==> config.mk <==
export PLATFORM = sky130hd
export DESIGN_NAME = cacheline_mem_arbiter
export DESIGN_NICKNAME = d
export VERILOG_FILES = /design/src/rtl/cacheline_mem_arbiter.sv
export SDC_FILE = /design/constraint.sdc
export NUM_CORES = 1
export LEC_CHECK = 0
export BUFFER_PORTS_ARGS = -buffer_cell sky130_fd_sc_hd__buf_2
export CAP_MARGIN = 30
export CORE_AREA = 2 2 534 536
export CTS_BUF_LIST = sky130_fd_sc_hd__clkbuf_4 sky130_fd_sc_hd__clkbuf_8
export DETAILED_ROUTE_END_ITERATION = 10
export DIE_AREA = 0 0 536 538
export PLACE_DENSITY = 0.33
export SLEW_MARGIN = 10
export SYNTH_ARGS = -nofsm -noshare
export SYNTH_HDL_FRONTEND = slang
export SYNTH_SLANG_ARGS = --single-unit
==> constraint.sdc <==
create_clock -name clk -period 2.6 [get_ports clk]
set_input_delay 0.13 -clock clk [delete_from_list [all_inputs] [get_ports clk]]
set_output_delay 0.13 -clock clk [all_outputs]
set_load 0.01 [all_outputs]
==> src/rtl/cacheline_mem_arbiter.sv <==
// ============================================================================
// cacheline_mem_arbiter
// Shares one memory cacheline port between the I-cache and the D-cache.
// Optional macro ARB_ROUND_ROBIN_EN: alternate grants on contention
// (default build: fixed D-over-I priority).
// Revision: 1.0
// ============================================================================
`default_nettype none

module cacheline_mem_arbiter #(
    parameter int ADDR_WIDTH = 32,
    parameter int LINE_WIDTH = 256
) (
    input  logic                  clk,
    input  logic                  rst_n,
    input  logic                  i_read,
    input  logic [ADDR_WIDTH-1:0] i_addr,
    output logic [LINE_WIDTH-1:0] i_rdata,
    output logic                  i_resp,
    input  logic                  d_read,
    input  logic                  d_write,
    input  logic [ADDR_WIDTH-1:0] d_addr,
    input  logic [LINE_WIDTH-1:0] d_wdata,
    output logic [LINE_WIDTH-1:0] d_rdata,
    output logic                  d_resp,
    output logic                  mem_read,
    output logic                  mem_write,
    output logic [ADDR_WIDTH-1:0] mem_addr,
    output logic [LINE_WIDTH-1:0] mem_wdata,
    input  logic [LINE_WIDTH-1:0] mem_rdata,
    input  logic                  mem_resp,
    output logic                  busy
);

    typedef enum logic [1:0] {
        IDLE    = 2'd0,
        SERVE_I = 2'd1,
        SERVE_D = 2'd2
    } state_e;

    state_e state;

    logic i_req;
    logic d_req;
    logic d_wins;

    assign i_req = i_read;
    assign d_req = d_read | d_write;

`ifdef ARB_ROUND_ROBIN_EN
    // High when the most recent grant went to the D-side; reset value means I.
    logic last_grant_d;
    assign d_wins = d_req & (~i_req | ~last_grant_d);
`else
    assign d_wins = d_req;
`endif

    // Read data is broadcast; only the completion pulse is steered.
    assign i_rdata = mem_rdata;
    assign d_rdata = mem_rdata;
    assign i_resp  = mem_resp & (state == SERVE_I);
    assign d_resp  = mem_resp & (state == SERVE_D);

    always_ff @(posedge clk or negedge rst_n) begin
        if (!rst_n) begin
            state     <= IDLE;
            mem_read  <= 1'b0;
            mem_write <= 1'b0;
            mem_addr  <= '0;
            mem_wdata <= '0;
            busy      <= 1'b0;
`ifdef ARB_ROUND_ROBIN_EN
            last_grant_d <= 1'b0;
`endif
        end else begin
            case (state)
                IDLE: begin
                    if (d_wins) begin
                        state     <= SERVE_D;
                        busy      <= 1'b1;
                        // Simultaneous read and write is illegal; the write wins.
                        mem_write <= d_write;
                        mem_read  <= ~d_write;
                        mem_addr  <= d_addr;
                        mem_wdata <= d_wdata;
`ifdef ARB_ROUND_ROBIN_EN
                        last_grant_d <= 1'b1;
`endif
                    end else if (i_req) begin
                        state     <= SERVE_I;
                        busy      <= 1'b1;
                        mem_read  <= 1'b1;
                        mem_write <= 1'b0;
                        mem_addr  <= i_addr;
`ifdef ARB_ROUND_ROBIN_EN
                        last_grant_d <= 1'b0;
`endif
                    end
                end
                SERVE_I, SERVE_D: begin
                    if (mem_resp) begin
                        state     <= IDLE;
                        busy      <= 1'b0;
                        mem_read  <= 1'b0;
                        mem_write <= 1'b0;
                    end
                end
                default: begin
                    state     <= IDLE;
                    busy      <= 1'b0;
                    mem_read  <= 1'b0;
                    mem_write <= 1'b0;
                end
            endcase
        end
    end

endmodule

`default_nettype wire
=== After elaboration in Yosys (flattened, before gate mapping) ===
Index checks and enable logic that the tools add are counted.

* Output and inout port bits: 805
* Register bits after elaboration: 293

* Multiplexer cells: 15
* Bitwise logic cells: 4
* Equality and inequality tests: 4
* Reduce and logical (&&, ||, !) cells: 6

{| class="wikitable"
|+ Operators by type and width
! cell !! count
|-
| $mux 32 || 2
|-
| $mux 1 || 6
|-
| $mux 2 || 3
|-
| $pmux 1 s2 || 3
|-
| $reduce_and 2->1 || 3
|-
| $pmux 2 s2 || 1
|-
| $ne 3x3->1 const B || 1
|-
| $and 1x1->1 || 2
|-
| $eq 2x1->1 const B || 1
|-
| $eq 2x2->1 const B || 1
|-
| $logic_not 2->1 || 1
|-
| $ne 2x2->1 const B || 1
|-
| $reduce_bool 2->1 || 1
|-
| $reduce_or 2->1 || 1
|-
| $not 1->1 || 1
|-
| $or 1x1->1 || 1
|}

=== Longest topological paths before layout ===
Gate-level depths: netlist of run 1.

* Depth in word-level cells: 4
* Gate-level depth with buffers: 7
* Depth with buffers taken out: 5

=== Least setup slack after synthesis of run 1 ===
Ideal clock, no wire load.

* Path kind: register to register
* Start point: reg state[0]
* End point: reg mem_wdata[100]
* Setup slack: 972 ps
* Library setup time: 125 ps
* Stages on the path, launching flop included: 8
* Period minus slack after synthesis: 1628 ps
* Arrival time: 1503 ps
* Buffers on the path: 3
* Data required time: 2475 ps
* Cells stage by stage: dfrtp_1 -> inv_1 -> ha_1 -> buf_2 -> o21ai_4 -> buf_12 -> buf_12 -> mux2_4

* Longest elaborated chain between the ends: 2

{| class="wikitable"
|+ RTL lines
! item !! line !! text
|-
| start, declared || 41 || <nowiki>state_e state;</nowiki>
|-
| start signal, assigned || 66 || <nowiki>state <= IDLE;</nowiki>
|-
| start signal, assigned || 79 || <nowiki>state <= SERVE_D;</nowiki>
|-
| start signal, assigned || 90 || <nowiki>state <= SERVE_I;</nowiki>
|-
| $logic_not 2->1 || 76 || <nowiki>case (state)</nowiki>
|-
| $reduce_and 2->1 (no line) || - ||
|-
| end signal, assigned || 85 || <nowiki>mem_wdata <= d_wdata;</nowiki>
|-
| end, declared || 29 || <nowiki>output logic [LINE_WIDTH-1:0] mem_wdata,</nowiki>
|}

Every way passes these cells.
A chain may end at the register's enable or synchronous reset.

=== Worst setup path in the final report of run 1 ===
* Start point: reg state[0]
* End point: reg state[0]

* Longest elaborated chain between the ends: 4
* Elaborated cells on any way between the ends: 8
* Those cells by class: eq/ne (4); mux (1); reduce/logical (3)

{| class="wikitable"
|+ RTL lines
! item !! line
|-
| $eq 2x1->1 or $eq 2x2->1 (tied branches) || 76
|-
| $reduce_or 2->1 || 76
|-
| $ne 2x2->1 (no line) || -
|-
| $reduce_and 2->1 (no line) || -
|}

Parallel ways exist; a longest one is shown, timed or not.

==> results of run 1 <==
worst paths after layout:
check	start	endpoint	slack (ps)	cells past startpoint
worst max-delay path	state[0]	state[0]	310	7
worst min-delay path	rst_n	mem_wdata[195]	100	3
worst max register to register	state[0]	state[0]	310	7
worst min register to register	mem_addr[24]	mem_addr[24]	480	2
max in group asynchronous	rst_n	mem_wdata[205]	2060	3
min in group clk	d_wdata[67]	mem_wdata[67]	170	3
power by group:
group | total [mW] | switching, mW | internal, mW
registers | 8.28 | 1.34 | 6.94
clock network | 5.92 | 2.62 | 3.29
logic | 15.0 | 8.92 | 6.07
total | 29.2 | 12.9 | 16.3
repair_timing:
item                       4_1_cts  5_1_grt
setup buffers                    0        0
hold endpoints to repair       586        0
setup endpoints to repair        0        0
gates resized for setup          0        0
hold buffers                   333        0
flip-flops by register name, summed over array words and instances, names as in the netlist:
signal and cells:
mem_write 1, busy 1, mem_addr 32, mem_read 1, mem_wdata 256, state 2
cell type report:
cell class / instances / area share [%]
Tap cell: 3762 / 19.1
Timing Repair Buffer: 978 / 27.5
Multi-Input combinational cell: 375 / 17.9
Sequential cell: 293 / 29.7
Clock inverter: 16 / 0.871
Antenna cell: 11 / 0.111
Clock buffer: 96 / 4.87
Inverter: 3 / 0.0456
through the flow:
stage / hold slack [ps] / instance area, um2 / cells / power [mW]
2_1_floorplan: -166 / 16200 / 1224 / 16.1
3_3_place_gp: 126 / 19900 / 5078 / 23.7
3_5_place_dp: 129 / 19900 / 5078 / 23.8
4_1_cts: 6.59 / 24700 / 5523 / 30.6
5_1_grt: 72.5 / 24700 / 5524 / 31.7
6_report: 98.3 / 24700 / 5534 / 29.2
cell usage after synthesis (all sizes together):
cell type / count
buf: 549
dfrtp: 293
mux2: 256
o21ai: 33
mux2i: 32
nand2: 32
a21oi: 4
clkbuf: 4
nor2: 4
ha: 3
inv: 3
a22o: 2
and2: 2
nor2b: 2
o22a: 2
nand2b: 1
o22ai: 1
o31ai: 1
routing by layer:
| layer | routed length [um] | vias to the layer above |
|---|---|---|
| met5 | 398 | - |
| met1 | 39100 | 5034 |
| li1 | - | 4554 |
| met4 | 5780 | 10 |
| met2 | 58300 | 1127 |
| met3 | 32000 | 373 |
cell families after synthesis:
family	count (synthesis)	synth area share, %
muxes	288	24.4
and+or+nand+nor	41	1.07
adders and majority gates	3	0.232
buffers and inverters	556	27.4
DFF	293	45.3
AOI/OAI and AO/OA	43	1.60
critical path: cells and delay by family, from the launching register on:
kind	cells	cell delay (ps)
AOI/OAI and AO/OA	1	150
DFF	1	390
buffers and inverters	3	1210
adders and majority gates	1	290
and+or+nand+nor	2	120
==> results.md, run 1 <==
- CTS tree: yes
- Core area: 283,000 um2
- Cell variety after synth: 25
- Most frequent cells in the layout: 617 x buf_2, 332 x dlygate4sd3_1, 293 x dfrtp_1, 200 x mux2_4, 77 x clkbuf_8
- Worst slew margin: 61.5%
- Highest clock rate: 437 MHz
- DPL Wire Length: 119,000 um
- Via/cell ratio: 2.01
- Finish-stage setup viols: 0
- IO Count: 1,387
- Max-Cap Viols: 0
- Chip height: 538 um
- Layout cells sized above 1: 56.1%
- Initial drt markers: 342
- Tmin final: 2290 ps
- Fillers: 32,800
- Die width: 536 um
- Max-slew violations: 0
- Root Buffer: clkbuf_8
- Total grt overflow: 0
- Peak VDD IR: 447 uV
- CP Class: flip-flop to flip-flop
- Cells after Synth: 1,224
- Area grow syn2layout: 52.6%
- Total wire length: 136,000 um
- Worst-case clock buffer depth: 3
- First-pass GRT wire length: 160,000 um
- Crit-path max cell delay: 560 ps
- Worst skew pair latency: 720 ps
- Crit. End Element: flip-flop
- Synth area leader: dfrtp_1
- Synth top area share: 45.3%
- Met2 Track Usage GR: 14.0%
- Post-Syn Area per Cell: 13.2 um2
- TritonCTS Buffers: 67
- Post-synthesis sequential area ratio: 45.3%
- Avg WL per Cell: 24.5 um
- Arr. time, crit path: 2890 ps
- Initial core utilization: 5.71%
- Final Hold Fails: 0
- Worst min-delay path category: input pin to asynchronous set/reset pin
- Util after Layout: 8.72%
- Pre-CTS WS: 512 ps
- Yosys warnings: 0
- DRC violations left: 0
- Routed vias: 11,100
- Setup TNS: 0 ps
- Synth area leaders: dfrtp_1 45%, buf_4 24%, mux2_4 19%
- GRT met3 Usage: 9.83%
- Commonest non-fill, non-tap cell in the layout: buf_2
- Crit Path Max Fanout: 3
- Total die area: 288,000 um2
- Clk sink count: 293
- Pwr/cell area: 1180 nW/um2
- Outcome: finished, final reports clean
- Net Count, Synth: 1,809
- Crit-path cells: inv_1 > ha_1 > nand2b_1 > a21oi_1 > dlygate4sd3_1 > nor2_1 > dlygate4sd3_1
- RSZ-0062 raised after global routing: no
- Tcrit/Tclk final: 87.9%
- Htree depth: 3
- Clk slew on worst S/H paths: 60 ps
- GRT met1 Usage: 7.33%
- Drt pass-1 iters: 4
- FF+latch count, synth: 293
- Top cell by count, worst path: dlygate4sd3_1
- Site row count: 196
- Final net count: 2,303
- Routed Antenna Nets: 0
- Register area: 7330 um2
- Worst-margin pin slew: 577 ps
- Critical path data required time: 3200 ps
- Footprint of the multi-input gates: 4420 um2
- P_leak: 10.5 nW
- Layout Skew: 56.6 ps
- Worst setup margin: 314 ps
- Gr busiest metal: met2
- Initial antenna violation count: 62
- GRT Util Overall: 9.04%
- Cell area after synthesis: 16,200 um2
- Largest net degree at the start of global routing: 65
- Slowest CP cell: dlygate4sd3_1
- Port bufs: 618
- Final RePlAce weighted congestion: 0.680
- Vias in the first global route: 12,000
- Startpoint Class: flip-flop
No activity file was read; power rests on OpenSTA's default activity.
==> run 2: changes to the inputs <==
--- a/config.mk
+++ b/config.mk
@@ -12,6 +12,7 @@
 export DETAILED_ROUTE_END_ITERATION = 10
 export DIE_AREA = 0 0 536 538
 export PLACE_DENSITY = 0.33
+export REMOVE_ABC_BUFFERS = 1
 export SLEW_MARGIN = 10
 export SYNTH_ARGS = -nofsm -noshare
 export SYNTH_HDL_FRONTEND = slang
==> run 2 against run 1 <==
  * Clock power is 3.5% lower
  * Global-route usage grew 11 points
  * Via count grew 25%
  * Critical path depth increased by 1
  * Final area up 0.58%
  * Clock skew grew 17 ps
  * Combinational power decreased by 3%
  * Count of clock-buffer cells in the layout down 3
==> results.md, run 2 (same netlist as run 1, synthesis figures left out) <==
- Slowest CP cell: dlygate4sd3_1
- Chip height: 538 um
- Via/cell ratio: 2.49
- Htree depth: 3
- Initial antenna violation count: 134
- Pwr/cell area: 1150 nW/um2
- Post_cts resized: 0
- Flop pwr share: 29.0%
- Final Hold Fails: 0
- Final net count: 2,321
- Util after Layout: 8.77%
- DRC violations left: 0
- GRT Util Overall: 20.3%
- Port bufs: 618
- Avg WL per Cell: 54.5 um
- Clk slew on worst S/H paths: 50 ps
- Tcrit/Tclk final: 93.1%
- Area grow syn2layout: 53.5%
- Layout cells sized above 1: 55.9%
- P_leak: 10.5 nW
- Max-slew violations: 0
- Largest regs: mem_wdata x256, mem_addr x32, state x2
- First-pass GRT wire length: 331,000 um
- Most flop-heavy register: mem_wdata
- Pre-CTS WS: 467 ps
- Site row count: 196
- IO Count: 1,387
- RSZ-0062 raised after global routing: no
- Routed vias: 13,900
- Total grt overflow: 0
- Commonest non-fill, non-tap cell in the layout: buf_2
- Tmin final: 2420 ps
- Crit-path cells: dlygate4sd3_1 > buf_2 > nor2_4 > buf_4 > mux2i_1 > dlygate4sd3_1 > o21ai_0 > dlygate4sd3_1
- Crit Path Max Fanout: 18
- Initial core utilization: 5.71%
- Critical path data required time: 3210 ps
- Most frequent cells in the layout: 617 x buf_2, 343 x dlygate4sd3_1, 293 x dfrtp_1, 200 x mux2_4, 72 x clkbuf_8
- Final RePlAce weighted congestion: 0.893
- Initial drt markers: 1,102
- P_sw: 12.2 mW
- Internal power: 16.3 mW
- Drt pass-1 iters: 4
- Max FFs per register: 256
- Total die area: 288,000 um2
- Clk sink count: 293
- Worst-margin pin slew: 495 ps
- Arr. time, crit path: 3030 ps
- Vias in the first global route: 12,400
- Core area: 283,000 um2
- Routed Antenna Nets: 0
- Crit-path max cell delay: 590 ps
- Worst-case clock buffer depth: 3
- Highest clock rate: 413 MHz
- Peak VDD IR: 561 uV
- Worst skew pair latency: 730 ps
- Worst slew margin: 67.0%
- Top cell by count, worst path: dlygate4sd3_1
- Startpoint Class: input pin
- Die width: 536 um
- Root Buffer: clkbuf_8
- CP Class: input pin to flip-flop
- Largest net degree at the start of global routing: 65
- TritonCTS Buffers: 66
- Crit. End Element: flip-flop
- Worst setup margin: 179 ps
- Sw Share: 42.7%
- Finish-stage setup viols: 0
- CTS tree: yes
- Worst min-delay path category: input pin to asynchronous set/reset pin
- DPL Wire Length: 269,000 um
- Outcome: finished, final reports clean
- Layout Skew: 73.5 ps
- Clock power share: 20.0%
- Total wire length: 303,000 um
- Gate power share: 50.9%
- Max-Cap Viols: 0
## run 2: area by class of cell
type                       count  area, um2
multi-input combinational    375       4420
antenna                       20       50.0
clock inverter                16        194
inverter                       3       11.3
clock buffer                  93       1150
timing repair buffer         997       6980
sequential                   293       7330
fill                       32800     258000
tap                         3762       4710
## run 2: metal layers
layer / part of all wire [%] / vias to the layer above / GRT usage, %
li1: - / 4573 / -
met1: 20 / 6128 / 11.6
met2: 42 / 2661 / 30.7
met3: 30 / 441 / 28.7
met4: 5.3 / 63 / 8.61
met5: 2.1 / - / 15.9
## run 2: metrics by stage
step | cell area [um2] | instances | hold slack [ps] | TNS [ps] | total power [mW]
5_1_grt | 24800 | 5551 | 93.9 | 0 | 30.6
3_3_place_gp | 19900 | 5079 | 136 | 0 | 22.5
3_5_place_dp | 19900 | 5079 | 140 | 0 | 22.6
2_1_floorplan | 11800 | 671 | -166 | -1097530 | 15.0
6_report | 24800 | 5559 | 151 | 0 | 28.5
4_1_cts | 24700 | 5532 | 49.4 | 0 | 29.5
## run 2: final timing paths
check / start / end / depth (start not counted) / slack, ps
min in group clk: d_wdata[249] / mem_wdata[249] / 3 / 160
hold / removal: rst_n / mem_wdata[109] / 3 / 150
hold reg to reg: mem_addr[15] / mem_addr[15] / 2 / 480
max in group asynchronous: rst_n / mem_wdata[49] / 3 / 2030
setup / recovery: d_read / mem_addr[4] / 8 / 180
setup reg to reg: state[0] / state[0] / 7 / 360
## run 2: power by group through the flow
stage	combinational, mW	clock [mW]	sequential, mW
detailed placement	14.3	0	8.27
global route	15.8	6.22	8.60
global placement	14.2	0	8.30
floorplan	5.71	0	9.25
finish	14.5	5.71	8.27
CTS	15.1	6.05	8.29
## run 2: critical path, delay by kind of cell
kind	cells	cell delay (ps)
muxes	1	220
buffers and inverters	5	2300
AOI/OAI and AO/OA	1	80
and+or+nand+nor	1	240
## run 2: what timing repair did
item	4_1_cts	5_1_grt
setup endpoints to repair	0	15
hold buffers	344	0
endpoints found under the hold margin	586	0
setup buffers	0	7
==> run 3: changes to the inputs <==
--- a/config.mk
+++ b/config.mk
@@ -7,10 +7,10 @@
 export LEC_CHECK = 0
 export BUFFER_PORTS_ARGS = -buffer_cell sky130_fd_sc_hd__buf_2
 export CAP_MARGIN = 30
-export CORE_AREA = 2 2 534 536
+export CORE_AREA = 8 8 540 542
 export CTS_BUF_LIST = sky130_fd_sc_hd__clkbuf_4 sky130_fd_sc_hd__clkbuf_8
 export DETAILED_ROUTE_END_ITERATION = 10
-export DIE_AREA = 0 0 536 538
+export DIE_AREA = 0 0 548 550
 export PLACE_DENSITY = 0.33
 export REMOVE_ABC_BUFFERS = 1
 export SLEW_MARGIN = 10
==> run 3 against run 2 <==
  * Critical path depth unchanged
  * Power barely moved
  * Via count down 3.4%
  * Largest cell class unchanged
==> results.md, run 3 (same netlist as run 1, synthesis figures left out) <==
- Post_cts resized: 0
- Avg WL per Cell: 54.7 um
- Crit. End Element: flip-flop
- Clock power share: 20.6%
- Site row count: 196
- Highest clock rate: 430 MHz
- Initial core utilization: 5.71%
- Via/cell ratio: 2.41
- Drt pass-1 iters: 4
- Hold endpoint: mem_wdata[12]
- CP Class: input pin to flip-flop
- Crit Path Max Fanout: 17
- Root Buffer: clkbuf_8
- Outcome: finished, final reports clean
- Initial antenna violation count: 126
- Startpoint Class: input pin
- Final RePlAce weighted congestion: 0.883
- Largest regs: mem_wdata x256, mem_addr x32, state x2
- Tcrit/Tclk final: 89.4%
- Htree depth: 3
- Crit-path cells: dlygate4sd3_1 > buf_2 > nor2_4 > buf_4 > mux2i_1 > dlygate4sd3_1 > o21ai_0 > dlygate4sd3_1
- Finish-stage setup viols: 0
- Vias in the first global route: 13,000
- Worst Hold Launch: d_wdata[12]
- Pre-CTS WS: 470 ps
- Port bufs: 618
- Routed Antenna Nets: 0
- Internal power: 16.3 mW
- P_sw: 12.2 mW
- R2r worst-path depth: 7
- DPL Wire Length: 272,000 um
- Max-slew violations: 0
- Util after Layout: 8.73%
- Pwr/cell area: 1150 nW/um2
- Worst min-delay path category: input pin to flip-flop
- Worst-case clock buffer depth: 3
- Total die area: 301,000 um2
- Core area: 283,000 um2
- Most flop-heavy register: mem_wdata
- Max-Cap Viols: 0
- Initial drt markers: 1,069
- CTS tree: yes
- RSZ-0062 raised after global routing: no
- Final Hold Fails: 0
- Most frequent cells in the layout: 617 x buf_2, 331 x dlygate4sd3_1, 293 x dfrtp_1, 200 x mux2_4, 80 x clkbuf_8
- Worst setup margin: 275 ps
- Worst slew margin: 64.3%
- Min-Delay Path Depth: 3
- Chip height: 550 um
- Max FFs per register: 256
- Clk sink count: 293
- TritonCTS Buffers: 68
- Flop pwr share: 29.0%
- Gate power share: 50.4%
- Launching point of the worst reg2reg path: state[1]
- Worst skew pair latency: 740 ps
- Slowest CP cell: dlygate4sd3_1
- Total grt overflow: 0
- Area grow syn2layout: 52.8%
- Layout Skew: 81.7 ps
- Commonest non-fill, non-tap cell in the layout: buf_2
- Routed vias: 13,400
- Clk slew on worst S/H paths: 60 ps
- Critical path data required time: 3210 ps
- Peak VDD IR: 494 uV
- GRT Util Overall: 19.4%
- Crit-path max cell delay: 600 ps
- DRC violations left: 0
- Sw Share: 42.8%
- Tmin final: 2320 ps
- Layout cells sized above 1: 56.4%
- Arr. time, crit path: 2940 ps
- Largest net degree at the start of global routing: 67
- Worst-margin pin slew: 535 ps
- First-pass GRT wire length: 335,000 um
- Total wire length: 304,000 um
- Top cell by count, worst path: dlygate4sd3_1
- Die width: 548 um
- IO Count: 1,387
- Reg-to-reg setup timing slack: 350 ps
- Final net count: 2,302
- P_leak: 10.5 nW
- Reg-to-reg endpoint: mem_addr[30]
-- run 3: worst max path at each step --
stage / from / end
2_1_floorplan: d_write / mem_wdata[0]
3_3_place_gp: state[1] / mem_wdata[17]
3_5_place_dp: state[0] / mem_wdata[14]
4_1_cts: state[1] / mem_addr[30]
5_1_grt: state[1] / mem_addr[30]
6_report: d_write / mem_addr[25]
-- run 3: power by group through the flow --
stage,clock [mW],sequential [mW],combinational (mW)
after floorplan,0,9.25,5.71
after global placement,0,8.33,14.3
after detailed placement,0,8.30,14.4
after CTS,6.23,8.30,15.1
after global routing,6.40,8.61,15.8
final,5.86,8.27,14.3
-- run 3: final cells by class --
cell class                      instances  area (um2)
Multi-Input combinational cell        375        4420
Timing Repair Buffer                  976        6780
Antenna cell                           23        57.6
Clock buffer                          104        1280
Fill cell                           32800      259000
Tap cell                             3762        4710
Inverter                                3        11.3
Clock inverter                         18         148
Sequential cell                       293        7330
-- run 3: layer usage --
metal	part of all wire (%)	routed length [um]	GRT usage, %
met2	43	131000	30.1
met5	2.1	6250	15.1
met3	28	86300	27.6
met1	23	68500	11.5
met4	3.9	11800	5.79
-- run 3: metrics by stage --
| step | cell area (um2) | setup TNS (ps) | power [mW] | hold slack, ps | std cells |
|---|---|---|---|---|---|
| after floorplan | 11800 | -1097530 | 15.0 | -166 | 671 |
| after global placement | 19900 | 0 | 22.7 | 136 | 5077 |
| after detailed placement | 19900 | 0 | 22.7 | 139 | 5077 |
| after CTS | 24700 | 0 | 29.6 | 25.1 | 5531 |
| after global routing | 24700 | 0 | 30.8 | 89.2 | 5536 |
| final | 24700 | 0 | 28.5 | 189 | 5554 |
-- run 3: worst max-delay path: cells and delay by family --
| family | cells | cell delay, ps |
|---|---|---|
| buffers and inverters | 5 | 2300 |
| muxes | 1 | 270 |
| and+or+nand+nor | 1 | 130 |
| AOI/OAI and AO/OA | 1 | 70 |
-- run 3: repair_timing --
item,in CTS,in global routing
setup buffers,0,0
endpoints found under the hold margin,586,0
hold buffers,332,0
